<file path="src/rtl/logic_unit_bist_if.sv">
// Bus between the logic-unit self-test engine, its controller and the unit under test.
// Handshake: start is a level sampled only while the engine is idle; busy is high from the
// accepted start edge until the end of the run, and done is a one-cycle pulse when results settle.
interface logic_unit_bist_if;
    logic        start;
    logic [1:0]  op_sel;
    logic [31:0] dut_a;
    logic [31:0] dut_b;
    logic [31:0] dut_s;
    logic        busy;
    logic        done;
    logic        pass;
    logic [15:0] test_count;
    logic [15:0] error_count;
    logic [31:0] fail_a;
    logic [31:0] fail_b;
    logic [31:0] fail_s;

    modport master (
        output start, op_sel, dut_s,
        input  dut_a, dut_b, busy, done, pass, test_count, error_count,
        input  fail_a, fail_b, fail_s
    );

    modport slave (
        input  start, op_sel, dut_s,
        output dut_a, dut_b, busy, done, pass, test_count, error_count,
        output fail_a, fail_b, fail_s
    );
endinterface

</file>
<file path="src/rtl/logic_unit_bist.sv">
// Stimulus/response engine for 32-bit logic units: applies 5 directed plus NUM_RANDOM
// LFSR vectors, compares each result one cycle later, and reports counts and the first failure.
module logic_unit_bist #(
    parameter int unsigned NUM_RANDOM = 16,
    parameter logic [31:0] SEED_A     = 32'hACE12468,
    parameter logic [31:0] SEED_B     = 32'h13579BDF
) (
    input  logic             clk,
    input  logic             rst,
    logic_unit_bist_if.slave bus,
    output logic [1:0]       o_dbg_state
);
    localparam int unsigned NUM_VEC   = 5 + NUM_RANDOM;
    localparam logic [10:0] LAST_IDX  = 11'(NUM_VEC - 1);
    localparam logic [31:0] LFSR_MASK = 32'h80200003;
    localparam logic [31:0] INIT_A    = (SEED_A == 32'd0) ? 32'd1 : SEED_A;
    localparam logic [31:0] INIT_B    = (SEED_B == 32'd0) ? 32'd1 : SEED_B;

    typedef enum logic [1:0] {S_IDLE, S_APPLY, S_CHECK, S_DONE} state_t;

    state_t      r_state;
    state_t      w_next_state;
    logic [1:0]  r_op;
    logic [10:0] r_idx;
    logic [31:0] r_lfsr_a, r_lfsr_b;
    logic [31:0] r_dut_a, r_dut_b;
    logic        r_busy, r_done, r_pass;
    logic [15:0] r_test_count, r_error_count;
    logic [31:0] r_fail_a, r_fail_b, r_fail_s;
    logic [31:0] w_vec_a, w_vec_b;
    logic [31:0] w_golden;
    logic        w_mismatch;
    logic        w_last;

    function automatic logic [31:0] lfsr_step(input logic [31:0] s);
        return (s >> 1) ^ (s[0] ? LFSR_MASK : 32'd0);
    endfunction

    always_ff @(posedge clk) begin
        if (rst) begin
            r_state <= S_IDLE;
        end else begin
            r_state <= w_next_state;
        end
    end

    always_comb begin
        w_next_state = r_state;
        unique case (r_state)
            S_IDLE:  if (bus.start) w_next_state = S_CHECK;
            S_APPLY: w_next_state = S_CHECK;
            S_CHECK: w_next_state = w_last ? S_DONE : S_APPLY;
            S_DONE:  w_next_state = S_IDLE;
            default: w_next_state = S_IDLE;
        endcase
    end

    // Vector 0 is driven directly on start; this table serves indices 1 and up.
    always_comb begin
        w_vec_a = r_lfsr_a;
        w_vec_b = r_lfsr_b;
        case (r_idx)
            11'd1: begin w_vec_a = 32'h80000001; w_vec_b = 32'hFFFFFFFF; end
            11'd2: begin w_vec_a = 32'hFFFFFFFF; w_vec_b = 32'hFFFFFFFF; end
            11'd3: begin w_vec_a = 32'h00000003; w_vec_b = 32'h00000001; end
            11'd4: begin w_vec_a = 32'h00000001; w_vec_b = 32'h7FFFFFFF; end
            default: ;
        endcase
    end

    always_comb begin
        w_golden = 32'd0;
        case (r_op)
            2'b00: w_golden = r_dut_a & r_dut_b;
            2'b01: w_golden = r_dut_a | r_dut_b;
            2'b10: w_golden = r_dut_a ^ r_dut_b;
            2'b11: w_golden = ~(r_dut_a | r_dut_b);
            default: ;
        endcase
    end

    assign w_mismatch = (bus.dut_s != w_golden);
    assign w_last     = (r_idx == LAST_IDX);

    always_ff @(posedge clk) begin
        if (rst) begin
            r_op          <= 2'b00;
            r_idx         <= 11'd0;
            r_lfsr_a      <= INIT_A;
            r_lfsr_b      <= INIT_B;
            r_dut_a       <= 32'd0;
            r_dut_b       <= 32'd0;
            r_busy        <= 1'b0;
            r_done        <= 1'b0;
            r_pass        <= 1'b0;
            r_test_count  <= 16'd0;
            r_error_count <= 16'd0;
            r_fail_a      <= 32'd0;
            r_fail_b      <= 32'd0;
            r_fail_s      <= 32'd0;
        end else begin
            r_done <= 1'b0;
            case (r_state)
                S_IDLE: begin
                    if (bus.start) begin
                        r_op          <= bus.op_sel;
                        r_idx         <= 11'd0;
                        r_lfsr_a      <= INIT_A;
                        r_lfsr_b      <= INIT_B;
                        r_dut_a       <= 32'd0;
                        r_dut_b       <= 32'd0;
                        r_busy        <= 1'b1;
                        r_pass        <= 1'b0;
                        r_test_count  <= 16'd0;
                        r_error_count <= 16'd0;
                        r_fail_a      <= 32'd0;
                        r_fail_b      <= 32'd0;
                        r_fail_s      <= 32'd0;
                    end
                end
                S_APPLY: begin
                    r_dut_a <= w_vec_a;
                    r_dut_b <= w_vec_b;
                    if (r_idx >= 11'd5) begin
                        r_lfsr_a <= lfsr_step(r_lfsr_a);
                        r_lfsr_b <= lfsr_step(r_lfsr_b);
                    end
                end
                S_CHECK: begin
                    r_test_count <= r_test_count + 16'd1;
                    r_idx        <= r_idx + 11'd1;
                    // A zero error count means this is the first mismatch of the run.
                    if (w_mismatch) begin
                        if (r_error_count != 16'hFFFF) r_error_count <= r_error_count + 16'd1;
                        if (r_error_count == 16'd0) begin
                            r_fail_a <= r_dut_a;
                            r_fail_b <= r_dut_b;
                            r_fail_s <= bus.dut_s;
                        end
                    end
                    if (w_last) begin
                        r_busy <= 1'b0;
                        r_done <= 1'b1;
                        r_pass <= (r_error_count == 16'd0) && !w_mismatch;
                    end
                end
                default: ;
            endcase
        end
    end

    assign bus.dut_a       = r_dut_a;
    assign bus.dut_b       = r_dut_b;
    assign bus.busy        = r_busy;
    assign bus.done        = r_done;
    assign bus.pass        = r_pass;
    assign bus.test_count  = r_test_count;
    assign bus.error_count = r_error_count;
    assign bus.fail_a      = r_fail_a;
    assign bus.fail_b      = r_fail_b;
    assign bus.fail_s      = r_fail_s;
    assign o_dbg_state     = r_state;
endmodule

</file>
<file path="src/flat_wrapper.sv">
// flat-port wrapper written by rule: the top's interface ports become plain ports
module logic_unit_bist_flat 
#(
    parameter int unsigned NUM_RANDOM = 16,
    parameter logic [31:0] SEED_A     = 32'hACE12468,
    parameter logic [31:0] SEED_B     = 32'h13579BDF
)
  (clk, rst, o_dbg_state, bus_start, bus_op_sel, bus_dut_s, bus_dut_a, bus_dut_b, bus_busy, bus_done, bus_pass, bus_test_count, bus_error_count, bus_fail_a, bus_fail_b, bus_fail_s);
  logic_unit_bist_if bus_i ();
  input  logic clk;
  input  logic rst;
  output logic [1:0] o_dbg_state;
  input wire logic [$bits(bus_i.start)-1:0] bus_start;
  input wire logic [$bits(bus_i.op_sel)-1:0] bus_op_sel;
  input wire logic [$bits(bus_i.dut_s)-1:0] bus_dut_s;
  output wire logic [$bits(bus_i.dut_a)-1:0] bus_dut_a;
  output wire logic [$bits(bus_i.dut_b)-1:0] bus_dut_b;
  output wire logic [$bits(bus_i.busy)-1:0] bus_busy;
  output wire logic [$bits(bus_i.done)-1:0] bus_done;
  output wire logic [$bits(bus_i.pass)-1:0] bus_pass;
  output wire logic [$bits(bus_i.test_count)-1:0] bus_test_count;
  output wire logic [$bits(bus_i.error_count)-1:0] bus_error_count;
  output wire logic [$bits(bus_i.fail_a)-1:0] bus_fail_a;
  output wire logic [$bits(bus_i.fail_b)-1:0] bus_fail_b;
  output wire logic [$bits(bus_i.fail_s)-1:0] bus_fail_s;
  assign bus_i.start = bus_start;
  assign bus_i.op_sel = bus_op_sel;
  assign bus_i.dut_s = bus_dut_s;
  assign bus_dut_a = bus_i.dut_a;
  assign bus_dut_b = bus_i.dut_b;
  assign bus_busy = bus_i.busy;
  assign bus_done = bus_i.done;
  assign bus_pass = bus_i.pass;
  assign bus_test_count = bus_i.test_count;
  assign bus_error_count = bus_i.error_count;
  assign bus_fail_a = bus_i.fail_a;
  assign bus_fail_b = bus_i.fail_b;
  assign bus_fail_s = bus_i.fail_s;
  logic_unit_bist #(.NUM_RANDOM(NUM_RANDOM), .SEED_A(SEED_A), .SEED_B(SEED_B)) u_core (.clk(clk), .rst(rst), .bus(bus_i), .o_dbg_state(o_dbg_state));
endmodule
</file>
<file path="config.mk">
export PLATFORM = sky130hd
export DESIGN_NAME = logic_unit_bist_flat
export DESIGN_NICKNAME = d
export VERILOG_FILES = /design/src/rtl/logic_unit_bist_if.sv /design/src/rtl/logic_unit_bist.sv /design/src/flat_wrapper.sv
export SDC_FILE = /design/constraint.sdc
export NUM_CORES = 1
export LEC_CHECK = 0
export ABC_AREA = 1
export BUFFER_PORTS_ARGS = -buffer_cell sky130_fd_sc_hd__buf_2
export CELL_PAD_IN_SITES_DETAIL_PLACEMENT = 0
export CELL_PAD_IN_SITES_GLOBAL_PLACEMENT = 1
export CORE_MARGIN = 4
export CORE_UTILIZATION = 30
export DETAILED_ROUTE_END_ITERATION = 16
export PLACE_DENSITY = 0.74
export SLEW_MARGIN = 20
export SYNTH_ARGS = -nofsm -noshare
export SYNTH_HDL_FRONTEND = slang
export SYNTH_SLANG_ARGS = --single-unit
</file>
<file path="constraint.sdc">
create_clock -name clk -period 4.7 [get_ports clk]
set_input_delay 0.47 -clock clk [delete_from_list [all_inputs] [get_ports clk]]
set_output_delay 0.47 -clock clk [all_outputs]
set_load 0.1 [all_outputs]
</file>
# Yosys cells after proc, flatten, opt, wreduce, memory -nomap -nowiden
# Index checks and enable logic that the tools add are counted.
# word_totals
ff_bits	274
out_inout_bits	197
inputBits	37
# classes
order_cmp	1
muxes	40
reduce_logical	16
n_eq_ne	19
bitwise	7
add_sub_neg	3
# ops
op	count
32-bit one-hot mux with 2 select lines	7
32-bit two-way mux	13
32-bit one-hot mux with 4 select lines	2
32-bit one-hot mux with 3 select lines	1
16-bit one-hot mux with 2 select lines	2
31-bit by 32-bit bitwise XOR with 32-bit output	2
16-bit two-way mux	3
16-bit by 1-bit adder with 16-bit output (second input constant)	2
32-bit bitwise AND	1
32-bit != test	1
32-bit inverter	1
32-bit bitwise OR	1
32-bit bitwise XOR	1
11-bit by 2-bit == test with 1-bit output (second input constant)	2
11-bit one-hot mux with 2 select lines	1
16-bit zero test	1
16-bit != test (second input constant)	1
11-bit by 1-bit adder with 11-bit output (second input constant)	1
11-bit by 1-bit == test with 1-bit output (second input constant)	1
11-bit by 3-bit == test with 1-bit output (second input constant)	1
11-bit by 5-bit == test with 1-bit output (second input constant)	1
11-bit by 3-bit >= comparator with 1-bit output (second input constant)	1
11-bit two-way mux	1
2-bit by 1-bit != test with 1-bit output (second input constant)	5
16 further kinds	33

# Longest topological paths before layout
# Gate-level depths: netlist (run 1).
# logic_depth
word_depth	8
mapped_depth	21
ltp_nobuf	19

# Worst setup path before layout (run 1)
# OpenSTA, ideal clock, no wires.
# synth_timing
path_type	register -> register
startpoint	reg u_core.r_dut_b[31] (netlist: u_core.bus.dut_b[31])
endpoint	reg u_core.r_fail_a[23] (netlist: u_core.bus.fail_a[23])
path_slack_ns	1.778
required_time_ns	4.581
arrival_time_ns	2.803
path_stages_with_launch	17
cell_sequence	dfxtp_1 inv_1 ha_1 nor2_1 nor2_1 o21ai_0 nand2_1 nand2_1 nand2_1 nor2_1 nand2_1 nor2_1 nand3_2 buf_2 buf_2 a21oi_1 nor2_1
# synth_via
elab_chain_cells	6
elab_cells_between_ends	8
# synth_rtl
element	line	text
start: declaration	logic_unit_bist.sv:26	logic [31:0] r_dut_a, r_dut_b;
start signal: assignment	logic_unit_bist.sv:123	r_dut_b <= w_vec_b;
32-bit bitwise OR	logic_unit_bist.sv:75, logic_unit_bist.sv:77	
32-bit inverter	logic_unit_bist.sv:77	2'b11: w_golden = ~(r_dut_a | r_dut_b);
32-bit one-hot mux with 4 select lines (*)	logic_unit_bist.sv:73	case (r_op)
32-bit != test (*)	logic_unit_bist.sv:82	assign w_mismatch = (bus.dut_s != w_golden);
2-bit by 1-bit != test with 1-bit output (no source line) (*)	n/a	
4-bit AND reduction (no source line) (*)	n/a	
end signal: assignment	logic_unit_bist.sv:136	r_fail_a <= r_dut_a;
end: declaration	logic_unit_bist.sv:29	logic [31:0] r_fail_a, r_fail_b, r_fail_s;
# Mark *: on every way between the ends. The rest lies on a longest branch, timed or not.
# A chain may end at the register's enable or synchronous reset.

# Worst setup path in the final report (run 1)
# layout_timing
startpoint	reg u_core.r_op[0]
endpoint	reg u_core.r_error_count[15] (netlist: u_core.bus.error_count[15])
# layout_via
elab_chain_cells	5
elab_cells_between_ends	8
# layout_rtl
element	line	text
start: declaration	logic_unit_bist.sv:23	logic [1:0] r_op;
start signal: assignment	logic_unit_bist.sv:106	r_op <= bus.op_sel;
2-bit == test, or another cell as far along	logic_unit_bist.sv:73	
32-bit one-hot mux with 4 select lines (*)	logic_unit_bist.sv:73	
32-bit != test (*)	logic_unit_bist.sv:82	
2-bit by 1-bit != test with 1-bit output (no source line) (*)	n/a	
4-bit AND reduction (no source line) (*)	n/a	
end signal: assignment	logic_unit_bist.sv:134	if (r_error_count != 16'hFFFF) r_error_count <= r_error_count + 16'd1;
end: declaration	logic_unit_bist.sv:28	logic [15:0] r_test_count, r_error_count;
# Marks and branches as above.

==> summary.txt, run 1 <==
Outcome
  • Run status: finished clean

Drt
  • Remaining design rule violation count: 0
  • Per-cell routed wire length: roughly 17 um
  • Via count: 14100
  • Number of violations reported at the end of detailed-routing iteration 0: between 1000 and 1500
  • Post-detailed-routing wire length: 50.3 mm
  • Via density per instance: 4.83
  • Post-DRT Antenna Nets: 0
  • Drt pass-1 iters: 5

STA
  • Number of failing setup endpoints in the final timing report: 0
  • Final-report hold violation count: 0
  • Final period utilization: 77.8%
  • Clock skew after layout: 0.0127 ns
  • Timing-limited maximum frequency: 0.274 GHz
  • Tightest Pin Transition: 1.13 ns
  • Aggregate negative setup slack: 0 ns
  • Number of pins with negative max-slew slack in the final report: 0
  • RSZ-0062 raised after global routing: false
  • Worst slew margin relative to its limit: approximately 25%
  • Time the final worst path needs with I/O delays and setup: around 3.7 ns

Die
  • DIE AREA: 50800 sq um
  • X dimension of the die: 225 um
  • Initial core utilization: 30.4%
  • Height of the die: approximately 230 um
  • I/O pins: 234
  • Number of standard-cell rows in the floorplan: 79
  • Area inside the core boundary: 46700 sq um

Power
  • Power per Cell Area: 426 nW/um^2
  • Highest ir drop seen on vdd: around 0.25 mV
  • Overall power consumption: 7160 uW
  • Leakage component of the power: 0.00771 uW

Clock tree
  • Clock tree buffer depth: 3
  • CTS clock-pin slew for the worst setup and hold paths: 0.06 ns
  • Master cell of the clock root buffer: clkbuf_16
  • Count of buffers added by post-CTS timing repair for setup: 0
  • Number of gates resized after CTS: 0
  • TritonCTS clock tree: done
  • Number of H-tree branching levels: 1
  • TritonCTS Buffers: 31
  • Clock tree sinks: 274
  • Quantity of hold-fixing buffers added after cts: 0
  • Clock network latency to the later pin of the worst-skew pair: 0.57 ns

Setup path
  • Cell type of the slowest stage on the worst timing path: buf_4
  • Crit-path max cell delay: 0.75 ns
  • Type of the worst setup path: reg2reg
  • Number of cell instances on the worst register-to-register path: 16
  • Top fanout value on the critical path: 99
  • Element type at the critical path start: flip-flop
  • Instance count on the critical path: 16
  • Largest delay contributor family on the critical path: simple AND/OR/NAND/NOR gates
  • Critical Path RT: 5.18 ns
  • Critical path's most frequent cell: nand2_1
  • Buffers and inverters on the worst path: 3
  • Arr. time, crit path: slightly above 4 ns
  • Kind of end point of the critical path: flip-flop
  • CP cell instances: buf_4, nor2_2, buf_4, nand2_1, nand2_1, nand2_1, nand2_1, nand2_1, nand3_1, nor2_1, nand2_1, nor2_1, nand3_4, buf_4, nand3_1, o21ai_0

Synth
  • Share of async-settable or async-resettable flops after synthesis: 0%
  • Summed instance area of the synthesized netlist: roughly 14000 sq um
  • Warning count from the yosys run: 0
  • Number of flops mapped to enable cells by yosys: 0
  • Number of nets in the synthesized netlist: 2251
  • Synthesized instance count: around 2100
  • Register bit count reported by yosys: 274
  • Synth Area per Inst: approximately 6.6 sq um
  • Predominant post-synthesis flop cell: dfxtp_1
  • Part of the Yosys area used for sequential elements: around 39%
  • Distinct cell type count of the synthesized netlist: 47

Cells and area
  • Signed area change from the synthesized netlist to the final layout: 18.4%
  • Fill cell count: 5087
  • Multi-input combinational cell area: approximately 7500 sq um
  • Fraction of final layout cells with drive strength greater than 1: 14.1%
  • Non-filler instance count after layout: 2932
  • Number of nets in the layout: 2412
  • Sequential cell area: ~5500 sq um

Run
  • Max cap viols: 0

GRT
  • Pin count of the biggest net entering global routing: 100
  • Vias in the first global route: 12900
  • Total Routing Usage GR: 18.9%
  • Initial antenna violation count: 0
  • Global-route wire length before repair: between 70 and 80 mm
  • GRT Residual Overflow: 0

Min path
  • Type of the most critical hold path: in2reg
  • Cell depth of the worst min-delay path: 2

Placement
  • Placed cell count: approximately 2900
  • Global placer's final weighted congestion: roughly 0.86
  • Half-perimeter wire length of the detailed placement result: 36.4 mm
  • Port Buf Inserts: roughly 230
-- path summary, 6_finish.rpt --
check	slack, ns	endpoint	start
worst max-delay path	1.05	u_core.bus.error_count[15]	u_core.r_op[0]
worst min-delay path	0.24	u_core.bus.test_count[4]	rst
worst max register to register	1.05	u_core.bus.error_count[15]	u_core.r_op[0]
worst min register to register	0.47	u_core.r_lfsr_b[17]	u_core.r_lfsr_b[18]
-- per-layer routing --
layer / wire length [um] / up-vias / track usage, %
met4: 1420 / 0 / 5.51
met2: 22400 / 367 / 29.9
met1: 23700 / 6576 / 26.8
li1: - / 7139 / -
met3: 2810 / 65 / 2.77
met5: 0 / - / 0
-- where the power goes --
part | switching [uW] | internal, uW
sequential | 132 | 2480
clock | 981 | 1380
combinational | 1760 | 425
-- cells in the final DEF, fill, tap and decap left out, types with 8 or more instances in the layout --
master	count
o22ai_1	15
buf_2	232
o21ai_0	99
inv_1	186
buf_4	25
xor2_1	17
dfxtp_1	274
nand3b_1	10
nand2_1	635
nor3_1	9
clkbuf_16	31
nor2_1	258
nand3_1	174
a21oi_1	169
or2_1	27
nand4_1	8
ha_1	71
clkinv_2	8
-- stage by stage --
stage	util, %	area, sq um	worst slack [ns]	hold slack, ns
finish	36.0	16800	1.05	0.235
global route	36.0	16800	0.684	0.227
CTS	36.0	16800	1.12	0.215
detailed placement	33.9	15800	1.13	0.464
global placement	33.9	15800	1.22	0.456
floorplan	-	14200	1.78	0.446
-- cell usage after synthesis (4+ instances only) --
cell / number / area [sq um]
a211oi_1: 5 / 37.5
buf_1: 11 / 41.3
nand3b_1: 10 / 75.1
or2_2: 6 / 37.5
ha_1: 71 / 888
or2_1: 27 / 169
nor3_1: 9 / 45.0
clkbuf_1: 89 / 334
o21ai_0: 99 / 495
nor4_1: 4 / 25.0
nand2_1: 636 / 2390
nand3_1: 174 / 871
o22ai_1: 15 / 93.8
buf_4: 11 / 82.6
o21ai_1: 5 / 25.0
a221oi_1: 4 / 35.0
nand4_1: 8 / 50.1
xor2_1: 17 / 149
a21oi_1: 169 / 846
nor2_1: 262 / 983
buf_2: 17 / 85.1
dfxtp_1: 274 / 5490
inv_1: 187 / 702
-- cell type report --
type | count | area share [%]
antenna | 1 | 0.0149
clock buffer | 40 | 5.12
clock inverter | 13 | 0.737
inverter | 193 | 4.33
multi-input combinational | 1546 | 44.5
sequential | 274 | 32.7
tap | 607 | 4.52
timing repair buffer | 258 | 8.15
-- sequential cells by signal, summed over array words and instances (netlist names), 2 cells and up --
name,count
u_core.bus.dut_a,32
u_core.bus.dut_b,32
u_core.bus.error_count,16
u_core.bus.fail_a,32
u_core.bus.fail_b,32
u_core.bus.fail_s,32
u_core.bus.test_count,16
u_core.o_dbg_state,2
u_core.r_idx,11
u_core.r_lfsr_a,32
u_core.r_lfsr_b,32
u_core.r_op,2
-- cells by family after synthesis --
logic type	share of synthesized area, %
simple gates	33.0
buf+inv	9.05
fa+ha+maj	6.26
compound gates	11.8
xor+xnor	1.23
flops	38.7
-- worst reg2reg max path, delay by kind of cell (launching register included) --
kind                   cells  cell delay [ns]
AOI/OAI and AO/OA          1             0.33
buffers and inverters      3             1.26
DFF                        1             0.32
and+or+nand+nor           12             1.68
Note: power is estimated with default switching activity, not from simulation.
==> run 2: changes to the inputs <==
--- a/config.mk
+++ b/config.mk
@@ -12,7 +12,7 @@
 export CORE_MARGIN = 4
 export CORE_UTILIZATION = 30
 export DETAILED_ROUTE_END_ITERATION = 16
-export PLACE_DENSITY = 0.74
+export PLACE_DENSITY = 0.76
 export SLEW_MARGIN = 20
 export SYNTH_ARGS = -nofsm -noshare
 export SYNTH_HDL_FRONTEND = slang
==> constraint.sdc (replaced) <==
create_clock -name clk -period 3.2 [get_ports clk]
set_input_delay 0.32 -clock clk [delete_from_list [all_inputs] [get_ports clk]]
set_output_delay 0.32 -clock clk [all_outputs]
set_load 0.1 [all_outputs]
==> run 2 against run 1 <==
  * Wire length grew 2.7%
  * Cell area increased by 3.2%
  * Hold slack worse by 0.13 ns
  * Clock power grew 76%
  * Critical path depth stayed put
  * Clock skew is 0.0070 ns higher
  * Setup slack got worse by 0.76 ns
  * Highest routed layer is now met5
==> summary.txt, run 2 (synthesis results as in run 1) <==
GRT
  • Total Routing Usage GR: 19.6% (was 18.9%)
  • Vias in the first global route: 13200 (was 12900)
  • Initial antenna violation count: 2 (was 0)
  • Global-route wire length before repair: 78.9 mm (was 76.7 mm)
  • Pin count of the biggest net entering global routing: 104 (was 100)
  • GRT Residual Overflow: 0 (unchanged)

Cells and area
  • Signed area change from the synthesized netlist to the final layout: 22.2% (was 18.4%)
  • Sequential cell area: 5490 sq um (unchanged)
  • Fraction of final layout cells with drive strength greater than 1: 15.5% (was 14.1%)
  • Multi-input combinational cell area: 7470 sq um (about the same)
  • Most frequent cells in the layout: 635 x nand2_1, 274 x dfxtp_1, 259 x nor2_1 (was 635 x nand2_1, 274 x dfxtp_1, 258 x nor2_1)
  • Fill cell count: 5001 (was 5087)
  • Final Core Density: 37.2% (was 36.0%)
  • Number of nets in the layout: 2447 (was 2412)
  • Most common library cell in the layout ignoring fill and taps: nand2_1 (unchanged)

Setup path
  • Cell type of the slowest stage on the worst timing path: dfxtp_1 (was buf_4)
  • Critical path's most frequent cell: nand2_1 (unchanged)
  • Critical Path RT: 3.61 ns (was 5.18 ns)
  • Type of the worst setup path: reg2reg (unchanged)
  • CP cell instances: buf_4, nand2_1, xor2_1, nand2_1, nand2_1, nand2_1, nand2_1, nor2_1, nand2_1, nor2_1, nand3_4, nand2_4, buf_12, nand2_1, nand2_1, nor2_1 (was buf_4, nor2_2, buf_4, nand2_1, nand2_1, nand2_1, nand2_1, nand2_1, nand3_1, nor2_1, nand2_1, nor2_1, nand3_4, buf_4, nand3_1, o21ai_0)
  • Element type at the critical path start: flip-flop (unchanged)
  • Kind of end point of the critical path: flip-flop (unchanged)
  • Arr. time, crit path: 3.33 ns (was 4.13 ns)
  • Top fanout value on the critical path: 31 (was 99)
  • Crit-path max cell delay: 0.44 ns (was 0.75 ns)

Clock tree
  • TritonCTS Buffers: 34 (was 31)
  • CTS clock-pin slew for the worst setup and hold paths: 0.06 ns (about the same)
  • Number of gates resized after CTS: 0 (unchanged)
  • Master cell of the clock root buffer: clkbuf_16 (unchanged)
  • Clock network latency to the later pin of the worst-skew pair: 0.53 ns (was 0.57 ns)
  • Clock tree buffer depth: 3 (unchanged)
  • Quantity of hold-fixing buffers added after cts: 0 (unchanged)
  • Clock tree sinks: 274 (unchanged)
  • Number of H-tree branching levels: 2 (was 1)
  • Count of buffers added by post-CTS timing repair for setup: 0 (unchanged)
  • TritonCTS clock tree: done (unchanged)

Drt
  • Post-detailed-routing wire length: 51.7 mm (was 50.3 mm)
  • Via count: 14400 (was 14100)
  • Via density per instance: 4.85 (was 4.83)
  • Post-DRT Antenna Nets: 0 (unchanged)
  • Number of violations reported at the end of detailed-routing iteration 0: 1060 (was 1096)
  • Drt pass-1 iters: 5 (unchanged)
  • Per-cell routed wire length: 17.4 um (was 17.2 um)
  • Remaining design rule violation count: 0 (unchanged)

Run
  • Max cap viols: 0 (unchanged)

Placement
  • Port Buf Inserts: 233 (unchanged)
  • Global placer's final weighted congestion: 0.922 (was 0.865)
  • Half-perimeter wire length of the detailed placement result: 37.8 mm (was 36.4 mm)

Power
  • Portion of total power attributed to sequential cells: 34.0% (was 36.5%)
  • Internal power of the cells: 6910 uW (was 4290 uW)
  • Leakage component of the power: 0.00800 uW (was 0.00771 uW)
  • Clock network fraction of total power: 37.1% (was 33.0%)
  • Fraction of power consumed by combinational cells: 29.0% (was 30.5%)
  • Power dissipated by switching net loads: 4370 uW (was 2870 uW)
  • Power per Cell Area: 651 nW/um^2 (was 426 nW/um^2)
  • Highest ir drop seen on vdd: 0.433 mV (was 0.252 mV)
  • Switching share of total power: 38.7% (was 40.1%)

STA
  • Tightest Pin Transition: 0.868 ns (was 1.13 ns)
  • Time the final worst path needs with I/O delays and setup: 2.92 ns (was 3.65 ns)
  • Clock skew after layout: 0.0198 ns (was 0.0127 ns)
  • Timing-limited maximum frequency: 0.343 GHz (was 0.274 GHz)
  • Number of failing setup endpoints in the final timing report: 0 (unchanged)
  • RSZ-0062 raised after global routing: false (unchanged)
  • Number of pins with negative max-slew slack in the final report: 0 (unchanged)
  • Final-report hold violation count: 0 (unchanged)
  • Final period utilization: 91.2% (was 77.8%)
  • Aggregate negative setup slack: 0 ns (unchanged)
  • Worst slew margin relative to its limit: 42.1% (was 24.9%)

Die
  • Initial core utilization: 30.4% (unchanged)
  • Number of standard-cell rows in the floorplan: 79 (unchanged)
  • X dimension of the die: 225 um (unchanged)
  • I/O pins: 234 (unchanged)
  • Height of the die: 225 um (unchanged)
  • DIE AREA: 50800 sq um (unchanged)
  • Area inside the core boundary: 46700 sq um (unchanged)

Outcome
  • Run status: finished clean (unchanged)

Min path
  • Type of the most critical hold path: in2reg (unchanged)
run 2: final timing paths:
path / slack, ns / endpoint / cells after the start / startpoint
worst max-delay path: 0.28 / u_core.bus.fail_a[2] / 16 / u_core.r_op[0]
worst max register to register: 0.28 / u_core.bus.fail_a[2] / 16 / u_core.r_op[0]
worst min-delay path: 0.10 / u_core.bus.test_count[4] / 2 / rst
worst min register to register: 0.47 / u_core.bus.busy / 2 / u_core.bus.busy
run 2: worst max-delay path: cells and delay by family, from the launching register on:
kind | cells | cell delay [ns]
xor gates and xnor gates | 1 | 0.15
buffers and inverters | 2 | 0.59
DFF | 1 | 0.44
and+or+nand+nor | 13 | 1.59
run 2: cell type report:
| cell class | instances | area share, % |
|---|---|---|
| repair buffers | 290 | 9.59 |
| well taps | 607 | 4.38 |
| diodes | 1 | 0.0144 |
| flip-flops and latches | 274 | 31.6 |
| multi-input cells | 1546 | 43.1 |
| clock buffers | 47 | 5.77 |
| clock inverters | 15 | 1.31 |
| inverters | 193 | 4.19 |
run 2: power by group through the flow:
| stage | logic [uW] | clock network [uW] | registers [uW] |
|---|---|---|---|
| after floorplan | 1190 | 0 | 5260 |
| after global placement | 3260 | 0 | 3900 |
| after detailed placement | 3270 | 0 | 3910 |
| after CTS | 3280 | 4280 | 3830 |
| after global routing | 3530 | 4390 | 3860 |
| final | 3270 | 4180 | 3830 |
run 2: through the flow:
step	std cells	setup WS, ns	area (sq um)	hold WS [ns]	total power, uW
2_1_floorplan	2143	0.278	14200	0.446	6450
3_3_place_gp	2910	0.314	16100	0.454	7160
3_5_place_dp	2910	0.306	16100	0.461	7180
4_1_cts	2972	0.271	17300	0.0794	11400
5_1_grt	2972	0.0507	17300	0.112	11800
6_report	2973	0.282	17300	0.101	11300
run 2: metal layers:
metal  part of all wire, %  GRT usage, %  vias up
met5                 0.025             0        -
met4                   3.3          6.60        2
met3                   7.4          4.48       86
met2                    44          30.4      450
met1                    46          27.1     6658
li1                      -             -     7211
==> run 3: changes to the inputs <==
--- a/config.mk
+++ b/config.mk
@@ -13,6 +13,7 @@
 export CORE_UTILIZATION = 30
 export DETAILED_ROUTE_END_ITERATION = 16
 export PLACE_DENSITY = 0.76
+export SETUP_SLACK_MARGIN = 0.4
 export SLEW_MARGIN = 20
 export SYNTH_ARGS = -nofsm -noshare
 export SYNTH_HDL_FRONTEND = slang
==> run 3 against run 2 <==
  * Clock skew is 0.0014 ns lower
  * First-iteration DRC count decreased by 3.5%
  * Non-clock buffer count shrank 15
  * Via count is 0.99% lower
  * Sequential power about the same
  * Sequential cell count unchanged
  * Combinational power is essentially flat
  * Critical path type unchanged
  * Fmax grew 12%
  * Critical path depth down 1
  * Die area did not move
==> summary.txt, run 3 (synthesis results as in run 1) <==
Die
  • I/O pins: 234 (unchanged)
  • Number of standard-cell rows in the floorplan: 79 (unchanged)
  • Height of the die: 225 um (unchanged)
  • X dimension of the die: 225 um (unchanged)
  • DIE AREA: 50800 sq um (unchanged)
  • Area inside the core boundary: 46700 sq um (unchanged)
  • Initial core utilization: 30.4% (unchanged)

Drt
  • Post-DRT Antenna Nets: 0 (unchanged)
  • Via count: 14300 (was 14400)
  • Number of violations reported at the end of detailed-routing iteration 0: 1023 (was 1060)
  • Post-detailed-routing wire length: 51.6 mm (was 51.7 mm)
  • Via density per instance: 4.84 (was 4.85)
  • Drt pass-1 iters: 5 (unchanged)
  • Remaining design rule violation count: 0 (unchanged)
  • Per-cell routed wire length: 17.5 um (was 17.4 um)

Setup path
  • Type of the worst setup path: reg2reg (unchanged)
  • Arr. time, crit path: 3.09 ns (was 3.33 ns)
  • Element type at the critical path start: flip-flop (unchanged)
  • Kind of end point of the critical path: flip-flop (unchanged)
  • Number of cell instances on the worst register-to-register path: 15 (was 16)
  • Top fanout value on the critical path: 50 (was 31)
  • Critical Path RT: 3.69 ns (was 3.61 ns)

STA
  • RSZ-0062 raised after global routing: true (was false)
  • Timing-limited maximum frequency: 0.384 GHz (was 0.343 GHz)
  • Time the final worst path needs with I/O delays and setup: 2.60 ns (was 2.92 ns)
  • Final period utilization: 81.4% (was 91.2%)
  • Clock skew after layout: 0.0184 ns (was 0.0198 ns)
  • Number of pins with negative max-slew slack in the final report: 0 (unchanged)
  • Worst slew margin relative to its limit: 30.6% (was 42.1%)
  • Aggregate negative setup slack: 0 ns (unchanged)
  • Tightest Pin Transition: 1.04 ns (was 0.868 ns)
  • Final-report hold violation count: 0 (unchanged)
  • Min setup slack post-route: 0.596 ns (was 0.282 ns)
  • Number of failing setup endpoints in the final timing report: 0 (unchanged)

Power
  • Power per Cell Area: 623 nW/um^2 (was 651 nW/um^2)
  • Highest ir drop seen on vdd: 0.422 mV (was 0.433 mV)
  • Leakage component of the power: 0.00788 uW (was 0.00800 uW)

Clock tree
  • Clock tree buffer depth: 3 (unchanged)
  • Quantity of hold-fixing buffers added after cts: 0 (unchanged)
  • Number of H-tree branching levels: 1 (was 2)
  • Clock tree sinks: 274 (unchanged)
  • TritonCTS Buffers: 30 (was 34)
  • Count of buffers added by post-CTS timing repair for setup: 0 (unchanged)
  • Clock network latency to the later pin of the worst-skew pair: 0.57 ns (was 0.53 ns)
  • Master cell of the clock root buffer: clkbuf_16 (unchanged)
  • CTS clock-pin slew for the worst setup and hold paths: 0.06 ns (about the same)
  • TritonCTS clock tree: done (unchanged)

Min path
  • Type of the most critical hold path: in2reg (unchanged)
  • Cell depth of the worst min-delay path: 3 (was 2)

GRT
  • Pin count of the biggest net entering global routing: 100 (was 104)
  • Initial antenna violation count: 0 (was 2)
  • Vias in the first global route: 12900 (was 13200)
  • GRT Residual Overflow: 0 (unchanged)
  • Total Routing Usage GR: 18.8% (was 19.6%)
  • Global-route wire length before repair: 75.9 mm (was 78.9 mm)

Placement
  • Pre-CTS WS: 0.242 ns (was 0.306 ns)
  • Global placer's final weighted congestion: 0.899 (was 0.922)
  • Half-perimeter wire length of the detailed placement result: 37.1 mm (was 37.8 mm)
  • Port Buf Inserts: 233 (unchanged)

Run
  • Max cap viols: 0 (unchanged)

Outcome
  • Run status: finished clean (unchanged)

Cells and area
  • Most common library cell in the layout ignoring fill and taps: nand2_1 (unchanged)
  • Number of diodes: 0 (was 1)
  • Signed area change from the synthesized netlist to the final layout: 20.8% (was 22.2%)
  • Number of nets in the layout: 2428 (was 2447)
  • Fill cell count: 5074 (was 5001)
  • Fraction of final layout cells with drive strength greater than 1: 15.4% (was 15.5%)
  • Most frequent cells in the layout: 634 x nand2_1, 260 x dfxtp_1, 258 x nor2_1 (was 635 x nand2_1, 274 x dfxtp_1, 259 x nor2_1)
run 3: cell type report:
cell class                 count  area (sq um)  area share, %
clock buffer                  44           905           5.28
clock inverter                11           111          0.650
inverter                     193           729           4.26
multi-input combinational   1546          7500           43.8
sequential                   274          5500           32.1
tap                          607           759           4.43
timing repair buffer         275          1630           9.53
run 3: repair_timing:
item,4_1_cts,5_1_grt
pin swaps,0,0
setup endpoints to repair,14,73
gates cloned,0,2
resized for setup,3,13
run 3: critical path, cell delays in order (launching register included):
cell	delay, ns
dfxtp_1	0.55
inv_1	0.08
ha_1	0.18
nand2_1	0.07
xor2_1	0.15
nand2_1	0.08
nand2_1	0.07
o21ai_0	0.08
nor2_1	0.12
nand2_1	0.07
nor2_2	0.21
nand3_4	0.19
buf_16	0.25
nand2_4	0.18
nand3_1	0.10
o21ai_0	0.09
run 3: path summary, 6_finish.rpt:
check / to / start / slack, ns
max: u_core.bus.error_count[12] / u_core.bus.dut_a[27] / 0.60
min: u_core.r_op[1] / bus_op_sel[1] / 0.09
max reg2reg: u_core.bus.error_count[12] / u_core.bus.dut_a[27] / 0.60
min reg2reg: u_core.bus.busy / u_core.bus.busy / 0.46
run 3: power breakdown:
part	internal [uW]	total (uW)	switching [uW]
sequential	3640	3830	185
clock	2110	3560	1450
combinational	675	3290	2610
run 3: per-layer routing:
layer / up-vias / part of all wire, % / track usage [%]
li1: 7175 / - / -
met1: 6637 / 46 / 25.9
met2: 384 / 45 / 30.3
met3: 68 / 6.3 / 3.19
met5: - / 0 / 0
met4: 0 / 2.6 / 5.67
run 3: through the flow:
stage	hold WS, ns	total power, uW	utilization, %	cells	area, sq um
3_5_place_dp	0.452	7160	34.3	2893	16000
3_3_place_gp	0.445	7120	34.3	2893	16000
2_1_floorplan	0.446	6450	-	2143	14200
5_1_grt	0.0883	11100	36.7	2950	17100
6_report	0.0917	10700	36.7	2950	17100
4_1_cts	0.0599	10700	36.5	2948	17000
